<file path="src/rtl/spi_reg_bank.sv">
`default_nettype none
// ============================================================================
// Module  : spi_reg_bank
// SPI-slave register front end for the PWM block (5 x 8-bit config registers).
// Optional macro SPI_READBACK_EN adds CIPO readback of the addressed register.
// Revision: 1.0
// ============================================================================
module spi_reg_bank #(
    parameter int SYNC_STAGES = 2,
    parameter int MAX_ADDR    = 4
) (
    input  logic       clk,
    input  logic       rst_n,
    input  logic       SCLK,
    input  logic       COPI,
    input  logic       nCS,
    output logic [7:0] data0,
    output logic [7:0] data1,
    output logic [7:0] data2,
    output logic [7:0] data3,
    output logic [7:0] data4,
    output logic       CIPO
);

    typedef enum logic [1:0] {
        IDLE   = 2'd0,
        SHIFT  = 2'd1,
        COMMIT = 2'd2
    } state_t;

    localparam logic [6:0] MAX_ADDR_W = MAX_ADDR[6:0];
    localparam logic [4:0] FRAME_BITS = 5'd16;
    localparam logic [4:0] CNT_SAT    = 5'd17;

    logic [SYNC_STAGES-1:0] sclk_sync;
    logic [SYNC_STAGES-1:0] copi_sync;
    logic [SYNC_STAGES-1:0] ncs_sync;
    logic                   sclk_hist;
    logic                   ncs_hist;

    // Synchronizers and edge-history flops reset to the bus idle levels.
    always_ff @(posedge clk) begin
        if (!rst_n) begin
            sclk_sync <= '0;
            copi_sync <= '0;
            ncs_sync  <= '1;
            sclk_hist <= 1'b0;
            ncs_hist  <= 1'b1;
        end else begin
            sclk_sync <= {sclk_sync[SYNC_STAGES-2:0], SCLK};
            copi_sync <= {copi_sync[SYNC_STAGES-2:0], COPI};
            ncs_sync  <= {ncs_sync[SYNC_STAGES-2:0], nCS};
            sclk_hist <= sclk_sync[SYNC_STAGES-1];
            ncs_hist  <= ncs_sync[SYNC_STAGES-1];
        end
    end

    logic sclk_s;
    logic copi_s;
    logic ncs_s;
    logic sclk_rise;
    logic ncs_fall;
    logic ncs_rise;
    logic bit_in;

    assign sclk_s    = sclk_sync[SYNC_STAGES-1];
    assign copi_s    = copi_sync[SYNC_STAGES-1];
    assign ncs_s     = ncs_sync[SYNC_STAGES-1];
    assign sclk_rise = sclk_s & ~sclk_hist;
    assign ncs_fall  = ~ncs_s & ncs_hist;
    assign ncs_rise  = ncs_s & ~ncs_hist;
    assign bit_in    = sclk_rise & ~ncs_s;

    state_t      state;
    logic [4:0]  bit_cnt;
    logic [15:0] shift_reg;
    logic        start_pend;
    logic [6:0]  frame_addr;

    assign frame_addr = shift_reg[14:8];

    always_ff @(posedge clk) begin
        if (!rst_n) begin
            state      <= IDLE;
            bit_cnt    <= '0;
            shift_reg  <= '0;
            start_pend <= 1'b0;
            data0      <= '0;
            data1      <= '0;
            data2      <= '0;
            data3      <= '0;
            data4      <= '0;
        end else begin
            case (state)
                IDLE: begin
                    if (ncs_fall || start_pend) begin
                        state      <= SHIFT;
                        bit_cnt    <= '0;
                        start_pend <= 1'b0;
                    end
                end
                SHIFT: begin
                    // Frame end wins over a coincident SCLK edge.
                    if (ncs_rise) begin
                        state <= (bit_cnt == FRAME_BITS) ? COMMIT : IDLE;
                    end else if (bit_in) begin
                        shift_reg <= {shift_reg[14:0], copi_s};
                        if (bit_cnt != CNT_SAT) begin
                            bit_cnt <= bit_cnt + 5'd1;
                        end
                    end
                end
                COMMIT: begin
                    state      <= IDLE;
                    start_pend <= ncs_fall;
                    if (shift_reg[15] && (frame_addr <= MAX_ADDR_W)) begin
                        case (frame_addr)
                            7'd0:    data0 <= shift_reg[7:0];
                            7'd1:    data1 <= shift_reg[7:0];
                            7'd2:    data2 <= shift_reg[7:0];
                            7'd3:    data3 <= shift_reg[7:0];
                            7'd4:    data4 <= shift_reg[7:0];
                            default: ;
                        endcase
                    end
                end
                default: state <= IDLE;
            endcase
        end
    end

`ifdef SPI_READBACK_EN
    logic        sclk_fall;
    logic [15:0] shift_next;
    logic [7:0]  rd_value;
    logic [7:0]  rb_shift;

    assign sclk_fall  = ~sclk_s & sclk_hist;
    assign shift_next = {shift_reg[14:0], copi_s};

    always_comb begin
        rd_value = 8'h00;
        if (shift_next[6:0] <= MAX_ADDR_W) begin
            case (shift_next[6:0])
                7'd0:    rd_value = data0;
                7'd1:    rd_value = data1;
                7'd2:    rd_value = data2;
                7'd3:    rd_value = data3;
                7'd4:    rd_value = data4;
                default: rd_value = 8'h00;
            endcase
        end
    end

    // Load on the 8th bit of a read frame; first shift is held until the
    // master has sampled the MSB on the 9th rising edge.
    always_ff @(posedge clk) begin
        if (!rst_n) begin
            rb_shift <= '0;
        end else if ((state != SHIFT) || ncs_rise) begin
            rb_shift <= '0;
        end else if (bit_in && (bit_cnt == 5'd7) && !shift_next[7]) begin
            rb_shift <= rd_value;
        end else if (sclk_fall && (bit_cnt >= 5'd9) && (bit_cnt <= 5'd15)) begin
            rb_shift <= {rb_shift[6:0], 1'b0};
        end
    end

    assign CIPO = rb_shift[7];
`else
    assign CIPO = 1'b0;
`endif

endmodule
`default_nettype wire

</file>
<file path="config.mk">
export PLATFORM = sky130hd
export DESIGN_NAME = spi_reg_bank
export DESIGN_NICKNAME = d
export VERILOG_FILES = /design/src/rtl/spi_reg_bank.sv
export SDC_FILE = /design/constraint.sdc
export NUM_CORES = 1
export LEC_CHECK = 0
export ABC_AREA = 1
export CORE_UTILIZATION = 40
export CTS_CLUSTER_DIAMETER = 150
export CTS_CLUSTER_SIZE = 12
export DETAILED_ROUTE_END_ITERATION = 10
export DONT_BUFFER_PORTS = 1
export SLEW_MARGIN = 20
export SYNTH_ARGS = -nofsm -noshare
export SYNTH_HDL_FRONTEND = slang
export SYNTH_SLANG_ARGS = --single-unit
</file>
<file path="constraint.sdc">
create_clock -name clk -period 1.7 [get_ports clk]
set_input_delay 0.34 -clock clk [delete_from_list [all_inputs] [get_ports clk]]
set_output_delay 0.34 -clock clk [all_outputs]
set_load 0.01 [all_outputs]
</file>
==> impl_metrics.py, run 1 <==
metrics = {
    "timing": {
        "drv_slew": 0,
        "fin_worst_skew_ns": 0.00992,
        "setup_viol": 0,
        "fmax_mhz": 696,
        "post-route-period-util": 0.845,
        "period_minus_slack_ns": 1.44,
        "rsz0062_at_grt": "false",
        "hold_slack_ns": 0.0772,
        "hold_violations": 0,
        "worst_slack_ns": 0.264,
        "setup_tns_ns": 0,
    },
    "global_route": {
        "grt_pass1_vias": 2078,
        "grt_use_total": 0.166,
        "grt_remaining_overflow": 0,
        "grt_start_max_net_pins": 58,
        "grt_pass1_wl_um": 9890,
        "antenna_found_initial": 0,
    },
    "cells_and_area": {
        "final_area_um2": 3350,
        "seqCellArea_um2": 1440,
        "fill_cells": 741,
        "drive_above_1_share": 0.115,
        "utilization": 0.456,
        "final_nets": 420,
        "num_antenna_cells": 0,
        "largest_reg_flops": 16,
        "syn2layout_area_growth_pct": 9.10,
        "multiInputGateArea_um2": 1280,
        "fin_cells": 516,
    },
    "place": {
        "placedCellCount": 500,
        "dp_hpwl_um": 4310,
        "port_buffers": 0,
        "place.gp.congestion": 0.758,
        "post-place-ws_ns": 0.275,
        "dpl-instance-area_um2": 3130,
    },
    "min_path": {
        "hold_path_depth": 1,
        "hold_path_class": "in -> reg",
    },
    "routing": {
        "drt_first_pass_iters": 4,
        "vias_per_cell": 4.67,
        "wirelength_um": 6190,
        "drt_iter0_drc": 81,
        "routedWlPerCell_um": 12.0,
        "drc_errors": 0,
        "ant_nets": 0,
        "num_vias": 2409,
    },
    "logic_synthesis": {
        "yosysWarnings": 0,
        "synth-xor-area-share": 0.00286,
        "ys_seq_elements": 72,
        "synth-simple-area-share": 0.310,
        "async_flop_share": 0,
        "syn_area_um2": 3070,
        "synth_compound_area_frac": 0.0906,
        "yosysUniqueCellTypes": 28,
        "synth.area.mux_share": 0,
        "synthCells": 410,
        "synth_edf_count": 0,
        "syn_avg_cell_area_um2": 7.48,
        "synthAdderAreaFrac": 0.0122,
        "synth.yosys.seq_area_share": 0.470,
        "synth_top_family_by_area": "simple AND/OR/NAND/NOR gates",
        "syn-num-nets": 418,
        "yosys_most_used_dff": "dfxtp_1",
    },
    "floorplanning": {
        "core_um2": 7330,
        "die_area_um2": 8020,
        "std_cell_rows": 31,
        "start_util": 0.418,
        "io_pins": 46,
        "dieWidth_um": 89.6,
        "die_y_um": 89.6,
    },
    "power_and_ir_drop": {
        "leakagePower_nw": 1.42,
        "ir_drop_mv": 0.654,
        "pwr_density_cell_nw_per_um2": 957,
        "total_power_mw": 3.20,
    },
    "clock_tree": {
        "cts_setup_buffers": 0,
        "cts.sinks": 72,
        "tritoncts": "yes",
        "clk_pin_slew_ns": 0.08,
        "h-tree-depth": 3,
        "cts_buffer_depth": 2,
        "postCtsHoldBufs": 0,
        "clock_tree.root_cell": "clkbuf_8",
        "cts_made_buffers": 9,
        "clk_latency_ns": 0.34,
        "cts_resized": 0,
    },
    "setup_path": {
        "critPathMaxFanout": 10,
        "crit_cells": 7,
        "end_kind": "register",
        "slowest_delay_ns": 0.33,
        "r2r_setup_slack_ns": 0.26,
        "r2r_cells": 7,
        "criticalPathCategory": "reg -> reg",
        "cp.arrival_ns": 1.65,
        "critical_path.top_delay_family": "simple AND/OR/NAND/NOR gates",
        "cp.required_ns": 1.91,
        "cp_slowest_cell": "dfxtp_1",
        "start_kind": "register",
        "path_cells": "nor2_2 -> nand2_4 -> nor2_8 -> buf_4 -> nand3_2 -> nand2_1 -> a21oi_1",
        "path_buf_inv": 1,
    },
    "job": {
        "maxCapViolations": 0,
    },
    "outcome": {
        "status": "finished, final reports clean",
    },
}
## layout make-up
| cell class | instances | area share |
|---|---|---|
| timing repair buffer | 8 | 0.0180 |
| clock inverter | 6 | 0.0251 |
| multi-input combinational | 260 | 0.383 |
| sequential | 72 | 0.431 |
| tap | 99 | 0.0370 |
| clock buffer | 10 | 0.0381 |
| inverter | 61 | 0.0684 |
## placed cells by master (no fill, tap or decap), types with 4 or more instances in the layout
| cell type | synthesis | routed |
|---|---|---|
| nand2_1 | 92 | 92 |
| dfxtp_1 | 72 | 72 |
| inv_1 | 58 | 58 |
| nor2_1 | 53 | 53 |
| a21oi_1 | 36 | 36 |
| nand4_1 | 20 | 20 |
| o21ai_0 | 17 | 17 |
| nand3_1 | 12 | 12 |
| clkbuf_8 | 0 | 9 |
| buf_4 | 2 | 8 |
| nor2_2 | 5 | 5 |
| nor2_4 | 4 | 4 |
| nand2_2 | 4 | 4 |
## cell families after synthesis
logic type / count (synthesis)
AOI/OAI and AO/OA: 55
xor gates and xnor gates: 1
adders and majority gates: 3
buffers and inverters: 78
DFF: 72
other: 1
and+or+nand+nor: 200
## where the power goes
part           internal [mW]  total, mW  switching, mW
clock                  0.822       1.44          0.614
sequential              1.70       1.70        0.00711
combinational         0.0224     0.0615         0.0391
total                   2.54       3.20          0.661
## final timing paths
| check | startpoint | to |
|---|---|---|
| worst max-delay path | shift_reg[12] | data0[4] |
| worst min-delay path | rst_n | ncs_hist |
| worst max register to register | shift_reg[12] | data0[4] |
| worst min register to register | copi_sync[0] | copi_sync[1] |
## metal layers
| layer | global-route usage | part of all wire |
|---|---|---|
| met1 | 0.207 | 0.47 |
| met2 | 0.254 | 0.44 |
| met3 | 0.0813 | 0.080 |
| met4 | 0.0433 | 0.0027 |
| met5 | 0 | 0 |
## synthesized netlist by cell type, types with 2 or more instances
library cell / count / area share
dfxtp_1: 72 / 0.47
nand2_1: 92 / 0.11
inv_2: 3 / 0.0037
clkbuf_1: 7 / 0.0086
nand4_1: 20 / 0.041
nand3_2: 2 / 0.0065
or2_2: 2 / 0.0041
nor2_4: 4 / 0.015
buf_6: 4 / 0.015
buf_2: 3 / 0.0049
a21oi_1: 36 / 0.059
inv_1: 58 / 0.071
nor2_2: 5 / 0.010
nand3_1: 12 / 0.020
buf_4: 2 / 0.0049
nor2_1: 53 / 0.065
nand3_4: 3 / 0.017
nand2_2: 4 / 0.0082
o21ai_0: 17 / 0.028
ha_1: 3 / 0.012
Note: power is estimated with default switching activity, not from simulation.
==> run 2, diff against run 1 <==
==> constraint.sdc (replaced) <==
create_clock -name clk -period 1.24 [get_ports clk]
set_input_delay 0.248 -clock clk [delete_from_list [all_inputs] [get_ports clk]]
set_output_delay 0.248 -clock clk [all_outputs]
set_load 0.01 [all_outputs]
==> impl_metrics.py, run 2 (synthesized netlist as in run 1, its figures left out) <==
metrics = {
    "setup_path": {
        "end_kind": "register",
        "r2r_setup_slack_ns": -0.07,
        "criticalPathCategory": "reg -> reg",
        "reg2reg_to": "data3[2]",
        "path_buf_inv": 2,
        "cp.required_ns": 1.49,
        "critical_path.top_delay_family": "simple AND/OR/NAND/NOR gates",
        "crit_cells": 8,
        "r2r_cells": 8,
        "slowest_delay_ns": 0.34,
        "cp_slowest_cell": "dfxtp_2",
        "start_kind": "register",
        "path_cells": "nor2_4 -> nand2_4 -> buf_6 -> nor2_4 -> buf_6 -> nand4_1 -> nand2_1 -> nor2_1",
        "cp.arrival_ns": 1.57,
        "critPathMaxFanout": 6,
        "r2r_start": "shift_reg[12]",
    },
    "min_path": {
        "worstHoldStart": "rst_n",
        "worst_hold_path.endpoint": "shift_reg[13]",
        "hold_path_depth": 2,
        "hold_path_class": "in -> reg",
    },
    "floorplanning": {
        "die_y_um": 89.6,
        "std_cell_rows": 31,
        "start_util": 0.418,
        "io_pins": 46,
        "dieWidth_um": 89.6,
        "core_um2": 7330,
        "die_area_um2": 8020,
    },
    "timing": {
        "max_slew_margin": 0.639,
        "post-route-period-util": 1.06,
        "setup_viol": 40,
        "tightestPinTransition_ns": 0.541,
        "period_minus_slack_ns": 1.31,
        "hold_violations": 0,
        "drv_slew": 0,
        "worst_slack_ns": -0.0720,
        "fin_worst_skew_ns": 0.0101,
        "rsz0062_at_grt": "true",
        "fmax_mhz": 762,
    },
    "power_and_ir_drop": {
        "pwr_density_cell_nw_per_um2": 1120,
        "leakagePower_nw": 1.70,
        "total_power_mw": 4.53,
        "ir_drop_mv": 0.877,
    },
    "routing": {
        "drt_iter0_drc": 121,
        "num_vias": 2696,
        "wirelength_um": 7100,
        "ant_nets": 0,
        "routedWlPerCell_um": 12.7,
        "drt_first_pass_iters": 4,
        "drc_errors": 0,
        "vias_per_cell": 4.81,
    },
    "outcome": {
        "status": "finished with violations",
        "violations": "negative setup slack",
    },
    "cells_and_area": {
        "final_area_um2": 4050,
        "drive_above_1_share": 0.306,
        "fin_cells": 560,
        "largest_reg_flops": 16,
        "layout_commonest_cell": "nand2_1",
        "num_antenna_cells": 0,
        "syn2layout_area_growth_pct": 32.1,
        "final_nets": 464,
        "final_cell_mix": "86 x nand2_1, 61 x dfxtp_1, 52 x inv_1",
    },
    "job": {
        "maxCapViolations": 0,
    },
    "place": {
        "place.gp.congestion": 0.738,
        "port_buffers": 0,
        "placedCellCount": 526,
        "dp_hpwl_um": 4450,
        "dpl-instance-area_um2": 3370,
    },
    "clock_tree": {
        "tritoncts": "yes",
        "cts_buffer_depth": 2,
        "h-tree-depth": 3,
        "clk_latency_ns": 0.36,
        "clock_tree.root_cell": "clkbuf_8",
        "cts_made_buffers": 9,
        "cts.sinks": 72,
        "clk_pin_slew_ns": 0.08,
    },
    "global_route": {
        "grt_remaining_overflow": 0,
        "grt_pass1_wl_um": 10600,
        "antenna_found_initial": 0,
        "grt_pass1_vias": 2362,
        "grt_start_max_net_pins": 53,
        "grt_use_total": 0.174,
    },
}
run 2: cell count changes in the layout (fill, tap and decap cells not counted), sizes merged:
cell and change:
buf +35, dlygate4sd3 +5, clkinv -3, clkinvlp +2
nand3 +2, clkbuf +1, inv +1, nor2 +1
run 2: how the worst max path moves through the flow:
stage             startpoint       end  slack, ns
6_report       shift_reg[12]  data3[2]      -0.07
5_1_grt        shift_reg[12]  data1[5]      -0.17
4_1_cts        shift_reg[13]  data1[1]      -0.12
3_5_place_dp    shift_reg[8]  data1[5]      -0.12
3_3_place_gp   shift_reg[12]  data3[3]       -0.1
2_1_floorplan  shift_reg[11]  data0[0]      -0.02
run 2: final cells by class:
class,instances,area (um^2)
clock inverters,6,92.6
multi-input cells,263,1530
flip-flops and latches,72,1460
well taps,99,124
fillers,669,3280
repair buffers,49,479
inverters,61,234
clock buffers,10,128
run 2: timing repair:
action                                 CTS  global route
cloned                                   3             3
setup buffers                            2             5
hold buffers                             4             1
setup endpoints to repair               61            61
resized for setup                       16            81
endpoints found under the hold margin    7             4
pin swaps                               12            36
run 2: through the flow:
step / worst slack, ns / hold WS [ns] / util / setup TNS, ns
floorplan: -0.0180 / 0.346 / - / -0.280
detailed placement: -0.121 / 0.324 / 0.460 / -4.03
global route: -0.166 / 0.00990 / 0.552 / -5.68
global placement: -0.0973 / 0.323 / 0.460 / -3.79
CTS: -0.116 / 0.00203 / 0.509 / -3.43
finish: -0.0720 / 0.0107 / 0.552 / -1.62
run 2: power breakdown:
| part | internal, mW | switching, mW |
|---|---|---|
| Clock | 1.14 | 0.915 |
| Combinational | 0.0646 | 0.0771 |
| Sequential | 2.32 | 0.0111 |
run 2: layer usage:
layer	part of all wire	track usage
met5	0	0
met4	0.021	0.0620
met3	0.065	0.0554
met2	0.48	0.282
met1	0.44	0.218
